File: config.mk
export PLATFORM = sky130hd
export DESIGN_NAME = uart_rx
export DESIGN_NICKNAME = d
export VERILOG_FILES = /design/src/rtl/uart_pkg.sv /design/src/rtl/uart_sync_2ff.sv /design/src/rtl/uart_rx.sv
export SDC_FILE = /design/constraint.sdc
export NUM_CORES = 1
export LEC_CHECK = 0
export BUFFER_PORTS_ARGS = -buffer_cell sky130_fd_sc_hd__buf_2
export CORE_MARGIN = 4
export CORE_UTILIZATION = 53
export CTS_BUF_LIST = sky130_fd_sc_hd__clkbuf_2
export DETAILED_ROUTE_END_ITERATION = 7
export PLACE_DENSITY = 0.74
export SLEW_MARGIN = 15
export SYNTH_ARGS = -nofsm -noshare
export SYNTH_HDL_FRONTEND = slang
export SYNTH_SLANG_ARGS = --single-unit
File: constraint.sdc
create_clock -name i_clk -period 3.8 [get_ports i_clk]
set_clock_uncertainty 0.15 [all_clocks]
set_input_delay 0.19 -clock i_clk [delete_from_list [all_inputs] [get_ports i_clk]]
set_output_delay 0.19 -clock i_clk [all_outputs]
set_load 0.01 [all_outputs]
File: src/rtl/uart_pkg.sv
`default_nettype none
// ============================================================================
//  Module   : uart_pkg
//  Brief    : Shared UART types, constants and baud-divider helper.
//  Revision : 1.0  initial release
// ============================================================================
package uart_pkg;

    localparam int UART_DATA_BITS = 8;

    // Encodings coincide with uart_tx where the state names match.
    typedef enum logic [2:0] {
        IDLE       = 3'd0,
        START_BIT  = 3'd1,
        DATA_BYTE  = 3'd2,
        STOP_BIT   = 3'd3,
        CLEANUP    = 3'd4,
        PARITY_BIT = 3'd5,
        WAIT_HIGH  = 3'd6
    } uart_state_t;

    function automatic int clks_per_bit(input int freq, input int baud);
        return freq / baud;
    endfunction

endpackage
`default_nettype wire

File: src/rtl/uart_sync_2ff.sv
`default_nettype none
// ============================================================================
//  Module   : uart_sync_2ff
//  Brief    : Two-flop synchroniser for a single asynchronous input.
//  Revision : 1.0  initial release
// ============================================================================
module uart_sync_2ff #(
    parameter logic RESET_VALUE = 1'b1
) (
    input  logic i_clk,
    input  logic i_rstn,
    input  logic i_async,
    output logic o_sync
);

    logic r_meta;
    logic r_sync;

    always_ff @(posedge i_clk) begin
        if (!i_rstn) begin
            r_meta <= RESET_VALUE;
            r_sync <= RESET_VALUE;
        end else begin
            r_meta <= i_async;
            r_sync <= r_meta;
        end
    end

    assign o_sync = r_sync;

endmodule
`default_nettype wire

File: src/rtl/uart_rx.sv
`default_nettype none
// ============================================================================
//  Module   : uart_rx
//  Brief    : 8N1 UART receiver, mid-bit sampling, one-cycle byte strobe.
//             Define UART_RX_PARITY_EN for 8E1 frames with parity checking.
//  Revision : 1.0  initial release
// ============================================================================
module uart_rx
    import uart_pkg::*;
#(
    parameter int BAUD_RATE       = 9600,
    parameter int CLOCK_FREQUENCY = 100_000_000
) (
    input  logic       i_clk,
    input  logic       i_rstn,
    input  logic       i_rx_serial,
    output logic       o_rx_dv,
    output logic [7:0] o_rx_byte,
    output logic       o_rx_active,
    output logic       o_rx_frame_err,
    output logic       o_rx_parity_err
);

    localparam int CLKS_PER_BIT = clks_per_bit(CLOCK_FREQUENCY, BAUD_RATE);
    localparam int HALF_BIT     = (CLKS_PER_BIT - 1) / 2;
    localparam int CNT_W        = $clog2(CLKS_PER_BIT);

    localparam logic [CNT_W-1:0] c_half_cnt = CNT_W'(HALF_BIT);
    localparam logic [CNT_W-1:0] c_last_cnt = CNT_W'(CLKS_PER_BIT - 1);
    localparam logic [2:0]       c_last_bit = 3'(UART_DATA_BITS - 1);

    logic                      w_rx_s;
    uart_state_t               r_state,     w_state_next;
    logic [CNT_W-1:0]          r_clk_cnt,   w_clk_cnt_next;
    logic [2:0]                r_bit_idx,   w_bit_idx_next;
    logic [UART_DATA_BITS-1:0] r_shift,     w_shift_next;
    logic [UART_DATA_BITS-1:0] r_byte,      w_byte_next;
    logic                      r_dv,        w_dv_next;
    logic                      r_frame_err, w_frame_err_next;
`ifdef UART_RX_PARITY_EN
    logic                      r_parity_bit, w_parity_bit_next;
    logic                      r_parity_err, w_parity_err_next;
`endif

    uart_sync_2ff #(
        .RESET_VALUE (1'b1)
    ) u_sync (
        .i_clk   (i_clk),
        .i_rstn  (i_rstn),
        .i_async (i_rx_serial),
        .o_sync  (w_rx_s)
    );

    always_ff @(posedge i_clk) begin
        if (!i_rstn) begin
            r_state     <= IDLE;
            r_clk_cnt   <= '0;
            r_bit_idx   <= '0;
            r_shift     <= '0;
            r_byte      <= '0;
            r_dv        <= 1'b0;
            r_frame_err <= 1'b0;
`ifdef UART_RX_PARITY_EN
            r_parity_bit <= 1'b0;
            r_parity_err <= 1'b0;
`endif
        end else begin
            r_state     <= w_state_next;
            r_clk_cnt   <= w_clk_cnt_next;
            r_bit_idx   <= w_bit_idx_next;
            r_shift     <= w_shift_next;
            r_byte      <= w_byte_next;
            r_dv        <= w_dv_next;
            r_frame_err <= w_frame_err_next;
`ifdef UART_RX_PARITY_EN
            r_parity_bit <= w_parity_bit_next;
            r_parity_err <= w_parity_err_next;
`endif
        end
    end

    always_comb begin
        w_state_next     = r_state;
        w_clk_cnt_next   = r_clk_cnt;
        w_bit_idx_next   = r_bit_idx;
        w_shift_next     = r_shift;
        w_byte_next      = r_byte;
        w_dv_next        = 1'b0;
        w_frame_err_next = 1'b0;
`ifdef UART_RX_PARITY_EN
        w_parity_bit_next = r_parity_bit;
        w_parity_err_next = 1'b0;
`endif
        case (r_state)
            IDLE: begin
                w_clk_cnt_next = '0;
                w_bit_idx_next = '0;
                if (!w_rx_s) begin
                    w_state_next = START_BIT;
                end
            end
            START_BIT: begin
                if (r_clk_cnt == c_half_cnt) begin
                    w_clk_cnt_next = '0;
                    w_state_next   = w_rx_s ? IDLE : DATA_BYTE;
                end else begin
                    w_clk_cnt_next = r_clk_cnt + CNT_W'(1);
                end
            end
            DATA_BYTE: begin
                if (r_clk_cnt == c_last_cnt) begin
                    w_clk_cnt_next          = '0;
                    w_shift_next[r_bit_idx] = w_rx_s;
                    if (r_bit_idx == c_last_bit) begin
                        w_bit_idx_next = '0;
`ifdef UART_RX_PARITY_EN
                        w_state_next   = PARITY_BIT;
`else
                        w_state_next   = STOP_BIT;
`endif
                    end else begin
                        w_bit_idx_next = r_bit_idx + 3'd1;
                    end
                end else begin
                    w_clk_cnt_next = r_clk_cnt + CNT_W'(1);
                end
            end
`ifdef UART_RX_PARITY_EN
            PARITY_BIT: begin
                if (r_clk_cnt == c_last_cnt) begin
                    w_clk_cnt_next    = '0;
                    w_parity_bit_next = w_rx_s;
                    w_state_next      = STOP_BIT;
                end else begin
                    w_clk_cnt_next = r_clk_cnt + CNT_W'(1);
                end
            end
`endif
            // Leaving at the stop-bit midpoint re-arms the receiver half a bit early.
            STOP_BIT: begin
                if (r_clk_cnt == c_last_cnt) begin
                    w_clk_cnt_next = '0;
                    if (w_rx_s) begin
                        w_state_next = IDLE;
`ifdef UART_RX_PARITY_EN
                        if ((^r_shift) != r_parity_bit) begin
                            w_parity_err_next = 1'b1;
                        end else begin
                            w_dv_next   = 1'b1;
                            w_byte_next = r_shift;
                        end
`else
                        w_dv_next   = 1'b1;
                        w_byte_next = r_shift;
`endif
                    end else begin
                        w_frame_err_next = 1'b1;
                        w_state_next     = WAIT_HIGH;
                    end
                end else begin
                    w_clk_cnt_next = r_clk_cnt + CNT_W'(1);
                end
            end
            // A held-low line (break) must not be mistaken for a new start bit.
            WAIT_HIGH: begin
                w_clk_cnt_next = '0;
                if (w_rx_s) begin
                    w_state_next = IDLE;
                end
            end
            default: begin
                w_state_next   = IDLE;
                w_clk_cnt_next = '0;
                w_bit_idx_next = '0;
            end
        endcase
    end

    assign o_rx_dv        = r_dv;
    assign o_rx_byte      = r_byte;
    assign o_rx_active    = (r_state != IDLE);
    assign o_rx_frame_err = r_frame_err;
`ifdef UART_RX_PARITY_EN
    assign o_rx_parity_err = r_parity_err;
`else
    assign o_rx_parity_err = 1'b0;
`endif

endmodule
`default_nettype wire
# After elaboration in Yosys (flattened, before gate mapping)

Index checks and enable logic that the tools add are counted.

Register bits: 40
Output and inout bits: 12

$add $sub $neg: 2
$lt $le $gt $ge: 2
Equality and inequality tests: 13
Muxes and demuxes: 20
Bitwise operators: 1
Reductions and logical operators: 10

Operator list:

| kind                                                                                 | number |
|---|---|
| 14-bit 2-to-1 mux                                                                    | 2 |
| 14-bit one-hot mux with 2 select lines                                               | 1 |
| 3-bit 2-to-1 mux                                                                     | 9 |
| 3-bit one-hot mux with 5 select lines                                                | 1 |
| 14-bit by 1-bit adder with 14-bit output (second input constant)                     | 1 |
| 14-bit by 13-bit == test with 1-bit output (second input constant)                   | 1 |
| 14-bit == test (second input constant)                                               | 1 |
| 2-bit inequality test (second input constant)                                        | 5 |
| 8-bit bitwise mux                                                                    | 1 |
| 3-bit by 2-bit == test with 1-bit output (second input constant)                     | 2 |
| 3-bit == test (second input constant)                                                | 2 |
| 3-bit one-hot mux with 2 select lines                                                | 1 |
| 3-bit AND reduction                                                                  | 2 |
| 6-bit AND reduction                                                                  | 1 |
| 3-bit by 4-bit less-than comparator with 1-bit output (second input constant)        | 1 |
| 2-bit AND reduction                                                                  | 2 |
| 3-bit by 1-bit adder with 3-bit output (second input constant)                       | 1 |
| 1-bit demux with 3-bit select                                                        | 1 |
| 3-bit by 1-bit == test with 1-bit output (second input constant)                     | 1 |
| 3-bit by 1-bit greater-or-equal comparator with 1-bit output (second input constant) | 1 |
| 3-bit zero test                                                                      | 1 |
| 1-bit 2-to-1 mux                                                                     | 3 |
| 3-bit nonzero test                                                                   | 1 |
| 3-bit OR reduction                                                                   | 1 |
| other kinds (5)                                                                      | 5 |

# Logic depth before layout (Yosys ltp)

Depth in word-level cells: 5
Mapped depth: 7
Depth with buffers taken out: 6

# Modules after synthesis

Synthesis repeated with hierarchy kept, for this count alone.

Cells, all modules: 203
Area total of the unflattened synthesis: 1920.6 um2

Modules (own cells, without submodules):

| module        | times used | cells each | area an instance (um2) |
|---|---|---|---|
| uart_rx       | 1          | 199        | 1868.0 |
| uart_sync_2ff | 1          | 4          | 52.6 |

# Worst setup path before layout

No wires, ideal clock.

Path type: reg2reg
Start point: register r_clk_cnt[0]
End point: register r_clk_cnt[10]
Data arrival time: 1528 ps
Path slack: 1992 ps
Stages on the path, launching flop included: 8
Period minus slack after synthesis: 1808 ps
Cells stage by stage: dfxtp_1 ha_1 and4_1 and4_1 buf_6 a2bb2oi_4 buf_6 nor3_1

Cells in the longest elaborated chain, start to end: 3

RTL lines:

| what                                                             | line                                           | RTL |
|---|---|---|
| start, declared                                                  | uart_rx.sv:34                                  | `logic [CNT_W-1:0] r_clk_cnt, w_clk_cnt_next;` |
| start signal, assigned                                           | uart_rx.sv:69                                  | `r_clk_cnt <= w_clk_cnt_next;` |
| 14-bit by 1-bit adder with 14-bit output (tied with other cells) | uart_rx.sv:107, uart_rx.sv:125, uart_rx.sv:161 |  |
| 14-bit 2-to-1 mux (on tied branches)                             | uart_rx.sv:111, uart_rx.sv:141, uart_rx.sv:103 |  |
| 14-bit one-hot mux with 2 select lines (*)                       | uart_rx.sv:94                                  | `case (r_state)` |

Mark *: on every way between the ends. The rest lies on a longest branch, timed or not.
A chain may end at the register's enable or synchronous reset.

# Worst setup path in the final report

Start point: register r_clk_cnt[0]
End point: register r_byte[6] (netlist: o_rx_byte[6])

Cells in the longest elaborated chain, start to end: 2

RTL lines:

| what                          | line           | RTL |
|---|---|---|
| 14-bit == test                | uart_rx.sv:141 | `if (r_clk_cnt == c_last_cnt) begin` |
| 3-bit AND reduction (no line) | -              |  |
| end signal, assigned          | uart_rx.sv:72  | `r_byte <= w_byte_next;` |
| end, declared                 | uart_rx.sv:37  | `logic [UART_DATA_BITS-1:0] r_byte, w_byte_next;` |

No other way between the ends.

==> results.ini <==
[critical_path]
startpoint_type = register
crit_type = reg2reg
crit_arrival_ns = 2.83
critPathCaptureType = register
crit_fanout = 17
critPathLaunch = r_clk_cnt[0]
reg2reg_slack_ns = 1.13
r2r_cells = 5
crit_path_end = o_rx_byte[6]
required_ns = 3.95
timing.rr.end = o_rx_byte[6]
worstReg2RegStart = r_clk_cnt[0]

[job]
cap_violations = 0

[clocking]
cts-root-buf = clkbuf_2
cts_buffers = 5
cts_tree = done
clockBufferDepth = 2
clk_pin_slew_ns = 0.21
clk_latency_ns = 0.39
htree_levels = 2
cts_num_sinks = 40
cts-resized-gates = 0

[logic_synthesis]
seq_area_frac_synth_pct = 41.4
ys_ff_latch = 40
post-synth-top-area-cell = dfxtp_1
async_reset_ff_share_pct = 0
syn_nets = 209
yosysWarnings = 0
synth_top_area_share_pct = 41.4
synth-main-ff-cell = dfxtp_1
ys_top_cells_by_area = dfxtp_1 41%, mux2i_1 9.3%, nand2_1 5.4%
synth-edff-count = 0
postSynthAreaPerCell_um2 = 9.54
netlist_area_um2 = 1940
synth_cells = 203
synth_cell_type_count = 49

[cells_and_area]
postLayoutCellArea_um2 = 2020
drive_gt1_share_pct = 13.3
fill_cells = 320
final_cell_mix = 40 x dfxtp_1, 28 x nand2_1, 18 x mux2i_1
synthToLayoutAreaGrowth_pct = 4.46
final_common_cell = dfxtp_1
post-route-util_pct = 58.7
antennaDiodeCount = 0
finalNetCount = 216
layout.cells.non_filler = 257

[sta]
setup_slack_ns = 1.13
final-hold-violation-count = 0
finalCritPeriodShare_pct = 70.4
maxSlewHeadroom_pct = 24.4
setup_viol = 0
drv_slew = 0
tightest_slew_ns = 1.13
max_freq_ghz = 0.374
min_period_ns = 2.67
grt_setup_unrepaired = false
tns_ns = 0
whs_ns = 0.0589

[place]
port_buffers = 13
place_ws_ns = 1.11
dp.final_hpwl_mm = 2.62
dpl_cell_area_um2 = 1950
globalplace.congestion = 0.849
place_inst = 248

[die]
row_count = 21
start_util_pct = 56.2
dieWidth_um = 68.4
core_um2 = 3440
chipHeight_um = 68.4
io_pins = 15
fp.dieArea_um2 = 4680

[power]
leakagePower_nw = 0.850
ir_drop_mv = 0.270
cellPowerDensity_nw_per_um2 = 344
power_mw = 0.695

[grt]
grt_pass1_vias = 1439
grt_max_degree = 31
grt_antenna_before_repair = 0
grt_pass1_wl_mm = 6.70
grt_remaining_overflow = 0
grt_use_total_pct = 18.6

[drt]
post_drt_via_cell_ratio = 5.88
route.detailed.drc = 0
vias = 1510
wl_per_cell_um = 14.4
drtIter0Drc = 191
first_pass_iters = 4
ant_nets = 0
drt-total-wl_mm = 3.70

[hold_path]
hp-class = in2reg

[status]
status = finished clean

cell usage after synthesis, drive strengths merged, types with 2 or more instances:
library cell	number
a211oi	5
a21oi	2
a41o	2
and2	2
and3	2
and4	6
buf	7
clkbuf	7
dfxtp	40
ha	3
inv	4
mux2i	18
nand2	28
nand2b	4
nand3	6
nand4	9
nand4b	4
nor2	5
nor2b	2
nor3	10
nor3b	3
nor4b	4
o21ai	5
or3	2
xor2	8
how the worst min path moves through the flow:
stage | startpoint | end | slack [ns] | cells past startpoint
after global routing | i_rstn | u_sync.r_meta | 0.08 | 2
after global placement | i_rx_serial | u_sync.r_meta | 0.22 | 2
after floorplan | i_rx_serial | u_sync.r_meta | 0.14 | 1
final | i_rstn | u_sync.r_meta | 0.06 | 2
after detailed placement | i_rx_serial | u_sync.r_meta | 0.22 | 2
after CTS | i_rstn | u_sync.o_sync | 0.05 | 2
metal layers:
metal | track usage (%) | wire length, µm
met4 | 5.21 | 21
met3 | 5.42 | 165
met2 | 26.8 | 1740
met1 | 26.6 | 1770
met5 | 0 | 0
report_power, final:
part / internal, mW / total (mW) / switching [mW]
Combinational: 0.00554 / 0.0187 / 0.0131
Clock: 0.113 / 0.252 / 0.139
Sequential: 0.422 / 0.424 / 0.00191
cell type report:
| type | count | area [µm²] | area share [%] |
|---|---|---|---|
| Timing Repair Buffer | 14 | 75.1 | 3.71 |
| Tap cell | 46 | 57.6 | 2.85 |
| Clock buffer | 6 | 30.0 | 1.49 |
| Inverter | 4 | 15.0 | 0.743 |
| Multi-Input combinational cell | 145 | 1010 | 49.9 |
| Sequential cell | 40 | 801 | 39.6 |
| Clock inverter | 2 | 35.0 | 1.73 |
registers in the layout (all words and copies together), names as in the netlist, 3 cells and up:
| register | cells |
|---|---|
| r_clk_cnt | 14 |
| r_bit_idx | 3 |
| r_shift | 8 |
| r_state | 3 |
| o_rx_byte | 8 |
critical path, stage by stage, from the launching register on:
cell	delay, ns
dfxtp_1	0.43
ha_1	0.24
and4_1	0.28
and4_1	0.58
nand4_1	0.61
mux2i_1	0.31
cell families after synthesis:
| kind of cell | count (synthesis) | share of synthesized area [%] |
|---|---|---|
| AND/OR/NAND/NOR | 91 | 26.8 |
| flip-flops | 40 | 41.4 |
| AO/OA/AOI/OAI | 23 | 9.83 |
| multiplexers | 18 | 9.31 |
| buffers and inverters | 18 | 6.53 |
| XOR/XNOR | 9 | 4.07 |
| adder cells (fa/ha/maj) | 3 | 1.94 |
| other | 1 | 0.194 |
repair_timing:
action	CTS	global route
hold buffers	1	0
endpoints found under the hold margin	1	0
setup buffers	0	0
Note: power is estimated with default switching activity, not from simulation.
